[config.mk]
export PLATFORM = sky130hd
export DESIGN_NAME = sensor_poll_scheduler_flat
export DESIGN_NICKNAME = d
export VERILOG_FILES = /design/src/rtl/sensor_poll_scheduler_if.sv /design/src/rtl/sensor_poll_scheduler.sv /design/src/flat_wrapper.sv
export SDC_FILE = /design/constraint.sdc
export NUM_CORES = 1
export LEC_CHECK = 0
export ABC_AREA = 1
export BUFFER_PORTS_ARGS = -buffer_cell sky130_fd_sc_hd__buf_4
export CAP_MARGIN = 25
export CORE_MARGIN = 10
export CORE_UTILIZATION = 60
export CTS_CLUSTER_DIAMETER = 100
export CTS_CLUSTER_SIZE = 28
export DETAILED_ROUTE_END_ITERATION = 8
export PLACE_DENSITY = 0.81
export SLEW_MARGIN = 0
export SYNTH_ARGS = -nofsm -noshare
export SYNTH_HDL_FRONTEND = slang
export SYNTH_SLANG_ARGS = --single-unit
[constraint.sdc]
create_clock -name clk -period 2.55 [get_ports clk]
set_clock_uncertainty 0.05 [all_clocks]
set_input_delay 0.51 -clock clk [delete_from_list [all_inputs] [get_ports clk]]
set_output_delay 0.51 -clock clk [all_outputs]
set_load 0.1 [all_outputs]
[src/rtl/sensor_poll_scheduler_if.sv]
// Shared sensor bus between the poll scheduler (master) and the sensor mux (slave).
interface sensor_poll_scheduler_if #(
    parameter int DATA_W = 4
);
    logic                bus_req;
    logic [1:0]          bus_sel;
    logic                bus_ack;
    logic [3*DATA_W-1:0] bus_data;

    modport master (output bus_req, output bus_sel, input bus_ack, input bus_data);
    modport slave  (input bus_req, input bus_sel, output bus_ack, output bus_data);
endinterface

[src/rtl/sensor_poll_scheduler.sv]
// Periodic accel/gyro/ToF poller that publishes one coherent frame per sample period.
// Define DIST_SENSOR_EN to include the ToF distance slot; otherwise the frame ends after gyro.
module sensor_poll_scheduler #(
    parameter int DATA_W      = 4,
    parameter int PERIOD      = 1000,
    parameter int TIMEOUT_CYC = 64
) (
    input  logic                    clk,
    input  logic                    reset,
    input  logic                    enable,
    input  logic                    fault_clr,
    sensor_poll_scheduler_if.master bus,
    output logic [DATA_W-1:0]       acc_x,
    output logic [DATA_W-1:0]       acc_y,
    output logic [DATA_W-1:0]       acc_z,
    output logic [DATA_W-1:0]       gyr_x,
    output logic [DATA_W-1:0]       gyr_y,
    output logic [DATA_W-1:0]       gyr_z,
    output logic [DATA_W-1:0]       distance,
    output logic                    frame_valid,
    output logic [2:0]              fault,
    output logic                    overrun,
    output logic                    busy
);
`ifdef DIST_SENSOR_EN
    localparam bit DIST_EN = 1'b1;
`else
    localparam bit DIST_EN = 1'b0;
`endif
    localparam int PC_W = $clog2(PERIOD);
    localparam int WC_W = $clog2(TIMEOUT_CYC + 1);

    typedef enum logic [2:0] {IDLE, ACC, GYR, DIST, PUB} state_t;

    state_t              state, state_nxt;
    logic [PC_W-1:0]     period_cnt;
    logic [WC_W-1:0]     wait_cnt, wait_nxt;
    logic                req_q, req_nxt;
    logic [3*DATA_W-1:0] acc_sh, acc_sh_nxt, gyr_sh, gyr_sh_nxt;
    logic [DATA_W-1:0]   dist_sh, dist_sh_nxt;
    logic [2:0]          fault_q, fault_set;
    logic                tick, ack, tmo;

    assign tick = enable && (period_cnt == PC_W'(PERIOD - 1));
    // ack only counts while our request is actually on the bus; ack beats timeout
    assign ack  = req_q && bus.bus_ack;
    assign tmo  = req_q && !bus.bus_ack && (wait_cnt == WC_W'(TIMEOUT_CYC));
    assign busy = (state != IDLE);

    assign bus.bus_req = req_q;
    assign bus.bus_sel = (state == GYR) ? 2'd1 : (state == DIST) ? 2'd2 : 2'd0;
    assign fault       = {DIST_EN ? fault_q[2] : 1'b0, fault_q[1:0]};

    always_ff @(posedge clk or negedge reset) begin
        if (!reset)                period_cnt <= '0;
        else if (!enable || tick)  period_cnt <= '0;
        else                       period_cnt <= period_cnt + 1'b1;
    end

    always_comb begin
        state_nxt   = state;
        req_nxt     = 1'b0;
        wait_nxt    = '0;
        acc_sh_nxt  = acc_sh;
        gyr_sh_nxt  = gyr_sh;
        dist_sh_nxt = dist_sh;
        fault_set   = '0;
        unique case (state)
            IDLE: if (tick) begin
                state_nxt = ACC;
                req_nxt   = 1'b1;
            end
            ACC, GYR, DIST: begin
                if (!req_q) begin
                    // idle gap after the previous slot: raise the request now
                    req_nxt = 1'b1;
                end else if (ack || tmo) begin
                    if (state == ACC) begin
                        state_nxt    = GYR;
                        acc_sh_nxt   = ack ? bus.bus_data : acc_sh;
                        fault_set[0] = tmo;
                    end else if (state == GYR) begin
                        state_nxt    = DIST_EN ? DIST : PUB;
                        gyr_sh_nxt   = ack ? bus.bus_data : gyr_sh;
                        fault_set[1] = tmo;
                    end else begin
                        state_nxt    = PUB;
                        dist_sh_nxt  = ack ? bus.bus_data[DATA_W-1:0] : dist_sh;
                        fault_set[2] = tmo;
                    end
                end else begin
                    req_nxt  = 1'b1;
                    wait_nxt = wait_cnt + 1'b1;
                end
            end
            PUB:     state_nxt = IDLE;
            default: state_nxt = IDLE;
        endcase
    end

    always_ff @(posedge clk or negedge reset) begin
        if (!reset) begin
            state    <= IDLE;
            req_q    <= 1'b0;
            wait_cnt <= '0;
            acc_sh   <= '0;
            gyr_sh   <= '0;
            dist_sh  <= '0;
            fault_q  <= '0;
            overrun  <= 1'b0;
        end else begin
            state    <= state_nxt;
            req_q    <= req_nxt;
            wait_cnt <= wait_nxt;
            acc_sh   <= acc_sh_nxt;
            gyr_sh   <= gyr_sh_nxt;
            dist_sh  <= dist_sh_nxt;
            fault_q  <= fault_set | (fault_clr ? 3'b000 : fault_q);
            overrun  <= (tick && busy) || (overrun && !fault_clr);
        end
    end

    // Publish from the next-shadow values so the PUB cycle already shows the last slot's data.
    always_ff @(posedge clk or negedge reset) begin
        if (!reset) begin
            acc_x       <= '0;
            acc_y       <= '0;
            acc_z       <= '0;
            gyr_x       <= '0;
            gyr_y       <= '0;
            gyr_z       <= '0;
            distance    <= '0;
            frame_valid <= 1'b0;
        end else if (state_nxt == PUB) begin
            acc_x       <= acc_sh_nxt[DATA_W-1:0];
            acc_y       <= acc_sh_nxt[2*DATA_W-1:DATA_W];
            acc_z       <= acc_sh_nxt[3*DATA_W-1:2*DATA_W];
            gyr_x       <= gyr_sh_nxt[DATA_W-1:0];
            gyr_y       <= gyr_sh_nxt[2*DATA_W-1:DATA_W];
            gyr_z       <= gyr_sh_nxt[3*DATA_W-1:2*DATA_W];
            distance    <= DIST_EN ? dist_sh_nxt : '0;
            frame_valid <= 1'b1;
        end else begin
            frame_valid <= 1'b0;
        end
    end
endmodule

[src/flat_wrapper.sv]
// flat-port wrapper written by rule: the top's interface ports become plain ports
module sensor_poll_scheduler_flat 
#(
    parameter int DATA_W      = 4,
    parameter int PERIOD      = 1000,
    parameter int TIMEOUT_CYC = 64
)
  (clk, reset, enable, fault_clr, acc_x, acc_y, acc_z, gyr_x, gyr_y, gyr_z, distance, frame_valid, fault, overrun, busy, bus_bus_req, bus_bus_sel, bus_bus_ack, bus_bus_data);
  sensor_poll_scheduler_if #(.DATA_W(DATA_W)) bus_i ();
  input  logic clk;
  input  logic reset;
  input  logic enable;
  input  logic fault_clr;
  output logic [DATA_W-1:0] acc_x;
  output logic [DATA_W-1:0] acc_y;
  output logic [DATA_W-1:0] acc_z;
  output logic [DATA_W-1:0] gyr_x;
  output logic [DATA_W-1:0] gyr_y;
  output logic [DATA_W-1:0] gyr_z;
  output logic [DATA_W-1:0] distance;
  output logic frame_valid;
  output logic [2:0] fault;
  output logic overrun;
  output logic busy;
  output wire logic [$bits(bus_i.bus_req)-1:0] bus_bus_req;
  output wire logic [$bits(bus_i.bus_sel)-1:0] bus_bus_sel;
  input wire logic [$bits(bus_i.bus_ack)-1:0] bus_bus_ack;
  input wire logic [$bits(bus_i.bus_data)-1:0] bus_bus_data;
  assign bus_bus_req = bus_i.bus_req;
  assign bus_bus_sel = bus_i.bus_sel;
  assign bus_i.bus_ack = bus_bus_ack;
  assign bus_i.bus_data = bus_bus_data;
  sensor_poll_scheduler #(.DATA_W(DATA_W), .PERIOD(PERIOD), .TIMEOUT_CYC(TIMEOUT_CYC)) u_core (.clk(clk), .reset(reset), .enable(enable), .fault_clr(fault_clr), .bus(bus_i), .acc_x(acc_x), .acc_y(acc_y), .acc_z(acc_z), .gyr_x(gyr_x), .gyr_y(gyr_y), .gyr_z(gyr_z), .distance(distance), .frame_valid(frame_valid), .fault(fault), .overrun(overrun), .busy(busy));
endmodule
**Word level (Yosys, flattened, before mapping)**

Index checks and enable logic that the tools add are counted.
W data, S select, Z words.

- Logic and storage cells: 74
- Output and inout port bits: 37
- Register bits after elaboration: 74
- Input port bits: 17

- $add $sub $neg: 2
- Reductions and logical operators: 15
- Mux-type cells: 35
- Bitwise operators: 1
- Equality and inequality tests: 6

Operators by type and width:

| cell | number |
|---|---|
| $mux W12 | 11 |
| $mux W3 | 8 |
| $mux W7 | 3 |
| $add A10 B1 Y10 const B | 1 |
| $eq A10 B10 Y1 const B | 1 |
| $mux W10 | 1 |
| $add A7 B1 Y7 const B | 1 |
| $eq A7 B7 Y1 const B | 1 |
| $mux W1 | 7 |
| $eq A3 B2 Y1 const B | 2 |
| $logic_and A1 B1 Y1 | 6 |
| $mux W2 | 3 |
| $pmux W3 S2 | 1 |
| $eq A3 B1 Y1 const B | 1 |
| $eq A3 B3 Y1 const B | 1 |
| $logic_not A1 Y1 | 3 |
| $logic_not A3 Y1 | 1 |
| $logic_or A1 B1 Y1 | 3 |
| $or A3 B3 Y3 | 1 |
| $reduce_bool A3 Y1 | 1 |
| $reduce_or A3 Y1 | 1 |
| $pmux W1 S2 | 1 |

**Depth between registers and ports, before layout**

Gate-level depths: netlist (run 1).

- Word-level depth: 9
- Gate-level depth with buffers: 10
- Gate-level depth less buffers: 9

**Worst setup path after synthesis (run 1)**

Ideal clock, no wire load.

- Path type: reg-to-output
- Start point: register u_core.state[2]
- End point: output bus_bus_sel[1]
- Cell stages (with the launch flop): 4
- Path buffers: 0
- Arrival time: 1.781 ns
- Data required time: 1.990 ns
- Setup slack: 0.209 ns
- Cell sequence: dfrtp_1 -> inv_1 -> nand2_2 -> nor2_1

- Word-level cells in the longest chain between the ends: 3
- Elaborated cells on any way between the ends: 4
- Classes of those cells: eq/ne (2); mux (2)

RTL lines:

| what | line | text |
|---|---|---|
| start: declaration | sensor_poll_scheduler.sv:35 | `state_t state, state_nxt;` |
| start signal: assignment | sensor_poll_scheduler.sv:112 | `state <= state_nxt;` |
| $eq A3 B2 Y1 | sensor_poll_scheduler.sv:51 | `assign bus.bus_sel = (state == GYR) ? 2'd1 : (state == DIST) ? 2'd2 : 2'd0;` |
| $mux W2 | sensor_poll_scheduler.sv:51 |  |
| $mux W2 * | sensor_poll_scheduler.sv:51 |  |
| end: declaration | flat_wrapper.sv:26 | `output wire logic [$bits(bus_i.bus_sel)-1:0] bus_bus_sel;` |

Mark *: on every way between the ends. The rest lies on a longest branch, timed or not.

**Final worst setup path (run 1)**

- Start point: register u_core.state[2]
- End point: output bus_bus_sel[0]

- Word-level cells in the longest chain between the ends: 2

RTL lines:

| what | line |
|---|---|
| $eq A3 B2 Y1 | sensor_poll_scheduler.sv:51 |
| $mux W2 | sensor_poll_scheduler.sv:51 |

No other way between the ends.

==> results of run 1 <==
Yosys cell counts, drive strengths merged:
| cell type | n | share of area (%) |
|---|---|---|
| a31oi | 2 | 0.37 |
| a21oi | 2 | 0.29 |
| inv | 27 | 3.0 |
| nor2 | 33 | 3.8 |
| nor3 | 7 | 1.0 |
| ha | 3 | 1.1 |
| xor2 | 3 | 0.77 |
| nand2 | 205 | 23 |
| dfrtp | 73 | 54 |
| buf | 19 | 3.8 |
| nand4 | 4 | 0.74 |
| o21ai | 7 | 1.0 |
| conb | 1 | 0.11 |
| nand3 | 47 | 6.9 |
sequential cells by signal, summed over array words and instances (netlist names), 4 cells and up:
| name | count |
|---|---|
| u_core.acc_sh | 12 |
| u_core.acc_y | 4 |
| u_core.period_cnt | 10 |
| u_core.gyr_x | 4 |
| u_core.gyr_sh | 12 |
| u_core.gyr_z | 4 |
| u_core.acc_x | 4 |
| u_core.wait_cnt | 7 |
| u_core.gyr_y | 4 |
| u_core.acc_z | 4 |
stage by stage:
step | std cells | hold slack, ns
6_report | 559 | 0.00943
4_1_cts | 559 | 0.00935
5_1_grt | 559 | 0.0269
2_1_floorplan | 437 | 0.164
3_3_place_gp | 543 | 0.386
3_5_place_dp | 543 | 0.386
placed cells by master, fill, tap and decap left out, drive strengths merged:
master,Yosys,layout
a21oi,2,2
a31oi,2,2
buf,19,53
bufinv,0,4
clkbuf,0,9
clkinv,0,3
conb,1,5
dfrtp,73,73
ha,3,3
inv,27,27
nand2,205,205
nand3,47,47
nand4,4,4
nor2,33,33
nor3,7,7
o21ai,7,7
xor2,3,3
path summary, 6_finish.rpt:
check,start,end,slack [ns],cells past startpoint
setup / recovery,u_core.state[2],bus_bus_sel[0],0.45,5
hold / removal,reset,u_core.wait_cnt[2],0.009,1
setup reg to reg,u_core.wait_cnt[0],u_core.acc_z[2],0.77,9
hold reg to reg,u_core.gyr_y[2],u_core.gyr_y[2],0.42,2
max in group asynchronous,reset,u_core.period_cnt[4],1.89,2
min in group clk,enable,u_core.period_cnt[7],0.39,3
power by group:
group | internal (uW) | switching, uW | total, uW
Combinational | 22.9 | 69.4 | 92.2
Clock | 750 | 442 | 1190
Sequential | 1160 | 4.82 | 1170
worst reg2reg max path, stage by stage (launching register included):
cell,delay [ns]
dfrtp_1,0.41
inv_1,0.07
ha_1,0.13
nand2_1,0.06
nor2_1,0.13
nand2_2,0.11
nand2_4,0.27
nand2_4,0.25
nand2_1,0.12
nand2_1,0.06
layout make-up:
class,instances,area (sq um)
Multi-Input combinational cell,318,1360
Fill cell,430,1450
Clock inverter,7,143
Sequential cell,73,1830
Clock buffer,9,124
Tap cell,72,90.1
Inverter,27,101
Timing Repair Buffer,53,410
cells by family (layout without fill, tap and decap cells):
kind of cell    count (synthesis)  after routing  synth area share (%)
xor+xnor                        3              3                 0.773
flops                          73             73                  53.7
buf+inv                        46             96                  6.74
simple gates                  296            296                  35.8
other cells                     1              5                 0.110
compound gates                 11             11                  1.69
fa+ha+maj                       3              3                  1.10
metal layers:
metal | track usage (%) | share of wire (%) | up-vias
li1 | - | - | 1442
met1 | 23.1 | 44 | 1390
met2 | 28.8 | 47 | 82
met3 | 4.40 | 6.5 | 16
met4 | 8.23 | 1.8 | 0
met5 | 0 | 0 | -
==> impl_metrics.json, run 1 <==
{
  "arrival_ns": 1.54,
  "dpl_cell_area_sq_mm": 0.00379,
  "setup_tns_ns": 0,
  "port_buffers": 48,
  "synth.yosys.seq_area_share_pct": 53.7,
  "fin_area_sq_mm": 0.00405,
  "max_freq_mhz": 475,
  "criticalPathCategory": "reg -> out",
  "nets": 502,
  "utilization_pct": 73.6,
  "cp-end-kind": "output port",
  "postCtsSetupRepairBufs": 0,
  "drtPass1Iterations": 4,
  "period_minus_slack_ns": 2.10,
  "io_pins": 54,
  "outcome": "complete, no violations",
  "synth_area_sq_mm": 0.00340,
  "rows": 27,
  "via_count": 2930,
  "cp_max_fo": 13,
  "dpl.hpwl_mm": 5.41,
  "die_h_um": 95.3,
  "powerDensity_mw_per_mm2": 604,
  "area_growth_pct": 19.2,
  "cts-root-buf": "clkbuf_8",
  "fp.dieW_um": 95.3,
  "setup_viol": 0,
  "fin_crit_sh_pct": 82.5,
  "syn_inst": 433,
  "slowest_stage": "dfrtp_1",
  "tritoncts": "yes",
  "drt_iter0_drc": 163,
  "crit_top_cell": "buf_4",
  "antenna_found_initial": 0,
  "clk_pin_slew_ns": 0.08,
  "final_antenna_net_count": 0,
  "cpPeakStageDelay_ns": 0.41,
  "totalPowerFinal_uw": 2450,
  "htree_levels": 3,
  "hold_violations": 0,
  "power.leakage_uw": 0.00222,
  "maxCapViolCount": 0,
  "drive_gt1_share_pct": 16.4,
  "max_slew_margin_pct": 65.9,
  "cts.repair.resized": 0,
  "worst_pin_slew_ns": 0.511,
  "coreArea_sq_mm": 0.00551,
  "num_antenna_cells": 0,
  "grt_max_degree": 50,
  "rsz0062_at_grt": "no",
  "clk_latency_ns": 0.34,
  "ir_worst_vdd_uv": 457,
  "worst_setup_path_start_kind": "flop",
  "clock-sinks": 73,
  "critPathRequiredTime_ns": 1.99,
  "clockBufferDepth": 2,
  "dp_worst_setup_slack_ns": 0.627,
  "cts_buffers": 9,
  "routed_wl_mm": 7.95,
  "cp_num_buf_inv": 3,
  "cp_cell_sequence": "inv_1, nand2_2, nor2_2, buf_4, buf_4",
  "crit_family": "buffers and inverters",
  "start_util_pct": 61.7,
  "viasPerCell": 5.24,
  "grtUsageTotal_pct": 18.2,
  "wl_per_cell_um": 14.2,
  "grt_pass1_vias": 2806,
  "grt-ovfl-total": 0,
  "synth_seq_cells": 73,
  "min_path_type": "in -> async",
  "setup_slack_ns": 0.447,
  "yosysUniqueCellTypes": 21,
  "gp_congestion": 0.892,
  "grt_pass1_wl_mm": 13.2,
  "drc_errors": 0,
  "die-area_sq_mm": 0.00908,
  "slew_viol_final": 0,
  "syn_avg_cell_area_sq_um": 7.85,
  "cts_hold_buf": 0,
  "synth_warnings": 0
}
No activity file was read; power rests on OpenSTA's default activity.
==> inputs of run 2 (changes only) <==
--- a/config.mk
+++ b/config.mk
@@ -9,11 +9,11 @@
 export BUFFER_PORTS_ARGS = -buffer_cell sky130_fd_sc_hd__buf_4
 export CAP_MARGIN = 25
 export CORE_MARGIN = 10
-export CORE_UTILIZATION = 60
+export CORE_UTILIZATION = 51
 export CTS_CLUSTER_DIAMETER = 100
 export CTS_CLUSTER_SIZE = 28
 export DETAILED_ROUTE_END_ITERATION = 8
-export PLACE_DENSITY = 0.81
+export PLACE_DENSITY = 0.73
 export SLEW_MARGIN = 0
 export SYNTH_ARGS = -nofsm -noshare
 export SYNTH_HDL_FRONTEND = slang
==> constraint.sdc (replaced) <==
create_clock -name clk -period 1.85 [get_ports clk]
set_clock_uncertainty 0.05 [all_clocks]
set_input_delay 0.37 -clock clk [delete_from_list [all_inputs] [get_ports clk]]
set_output_delay 0.37 -clock clk [all_outputs]
set_load 0.1 [all_outputs]
==> impl_metrics.json, run 2 (synthesized netlist as in run 1, its figures left out) <==
{
  "rsz0062_at_grt": "no",
  "clock-sinks": 73,
  "hold_depth": 3,
  "grt_pass1_vias": 2904,
  "arrival_ns": 1.35,
  "cp_max_fo": 5,
  "min_to": "u_core.period_cnt[2]",
  "drive_gt1_share_pct": 17.1,
  "viasPerCell": 5.05,
  "cts_buffers": 9,
  "cp-end-kind": "output port",
  "grtUsageTotal_pct": 16.1,
  "ff2ff_path_depth": 10,
  "die_h_um": 102,
  "clk_pin_slew_ns": 0.08,
  "grt_pass1_wl_mm": 13.5,
  "maxCapViolCount": 0,
  "crit_top_cell": "buf_4",
  "dpl.hpwl_mm": 5.50,
  "final_cell_mix": "nand2_1, dfrtp_1, buf_4",
  "drt_iter0_drc": 209,
  "start_util_pct": 52.9,
  "layout_commonest_cell": "nand2_1",
  "min_path_type": "in -> reg",
  "port_buffers": 48,
  "cpPeakStageDelay_ns": 0.43,
  "gr-max-usage-layer": "met2",
  "wl_per_cell_um": 13.6,
  "tritoncts": "yes",
  "fillers": 528,
  "slew_viol_final": 0,
  "outcome": "complete, no violations",
  "place_inst": 550,
  "period_minus_slack_ns": 1.77,
  "die-area_sq_mm": 0.0103,
  "worst_setup_path_start_kind": "flop",
  "hold_violations": 0,
  "nets": 505,
  "slowest_stage": "dfrtp_1",
  "htree_levels": 3,
  "r2r-end": "u_core.state[1]",
  "cp_cell_sequence": "nor3_1, buf_4, inv_1, buf_4",
  "gp_congestion": 0.844,
  "drtPass1Iterations": 4,
  "setup_tns_ns": 0,
  "drc_errors": 0,
  "ir_worst_vdd_uv": 428,
  "grt-ovfl-total": 0,
  "clockBufferDepth": 2,
  "fin_crit_sh_pct": 95.7,
  "rr_startpoint": "u_core.wait_cnt[0]",
  "final_antenna_net_count": 0,
  "critPathRequiredTime_ns": 1.43,
  "clk_latency_ns": 0.35,
  "reg_top3": "u_core.acc_sh x12, u_core.gyr_sh x12, u_core.period_cnt x10",
  "fp.dieW_um": 102,
  "met2_usage_pct": 24.2,
  "io_pins": 54,
  "criticalPathCategory": "reg -> out",
  "rows": 29,
  "cp_num_buf_inv": 3,
  "antenna_found_initial": 0,
  "use_met1_pct": 21.5,
  "use_met3_pct": 4.36,
  "regToRegSetupSlack_ns": 0.19,
  "via_count": 2861,
  "grt_max_degree": 37,
  "num_antenna_cells": 0,
  "max_freq_mhz": 565,
  "power.leakage_uw": 0.00220,
  "cts-root-buf": "clkbuf_8",
  "fin_cells": 567,
  "coreArea_sq_mm": 0.00642,
  "area_growth_pct": 20.1,
  "crit_family": "flip-flops",
  "hold_path_startpoint": "enable",
  "powerDensity_mw_per_mm2": 764,
  "routed_wl_mm": 7.71,
  "setup_viol": 0
}
==> run 2: power breakdown <==
| group | internal (uW) | switching [uW] |
|---|---|---|
| logic | 36.7 | 97.0 |
| clock network | 759 | 618 |
| registers | 1600 | 6.93 |
==> run 2: per-stage QoR <==
step / instance area, sq um / setup WS [ns] / utilization, % / power [uW] / hold slack (ns)
2_1_floorplan: 3420 / 0.112 / - / 1700 / 0.0244
3_3_place_gp: 3840 / 0.254 / 59.8 / 1770 / 0.321
3_5_place_dp: 3840 / 0.205 / 59.8 / 1770 / 0.324
4_1_cts: 4070 / 0.0455 / 63.3 / 3140 / 0.239
5_1_grt: 4080 / 0.000562 / 63.5 / 3220 / 0.244
6_report: 4080 / 0.0799 / 63.5 / 3120 / 0.257
==> run 2: what timing repair did <==
item	CTS	global route
hold buffers	1	0
setup buffers	0	0
gates resized for setup	0	3
endpoints found under the hold margin	34	0
setup endpoints to repair	0	2
==> run 2: routing by layer <==
metal	share of wire, %	vias up	wire (um)
met4	1.3	0	104
met1	46	1317	3530
met2	45	80	3490
met3	7.6	11	588
li1	-	1453	-
met5	0	-	0
==> run 2: worst register-to-register path: cells and delay by family (launching register included) <==
kind / cells / cell delay (ns)
adder cells (fa/ha/maj): 1 / 0.14
buffers and inverters: 2 / 0.28
flip-flops: 1 / 0.41
AND/OR/NAND/NOR: 7 / 0.68
==> run 2: final cells by class <==
type / count / area (sq um) / area share [%]
Sequential cell: 73 / 1830 / 44.8
Multi-Input combinational cell: 318 / 1370 / 33.6
Timing Repair Buffer: 56 / 468 / 11.5
Tap cell: 77 / 96.3 / 2.36
Inverter: 27 / 101 / 2.48
Clock buffer: 9 / 124 / 3.03
Clock inverter: 7 / 93.8 / 2.30
==> run 2: worst max path at each step <==
stage	cells after the start	to	startpoint
floorplan	3	bus_bus_sel[1]	u_core.state[2]
global placement	10	u_core.state[1]	bus_bus_ack
detailed placement	10	u_core.state[1]	u_core.wait_cnt[0]
CTS	4	bus_bus_sel[0]	u_core.state[2]
global route	4	busy	u_core.state[1]
finish	4	busy	u_core.state[1]
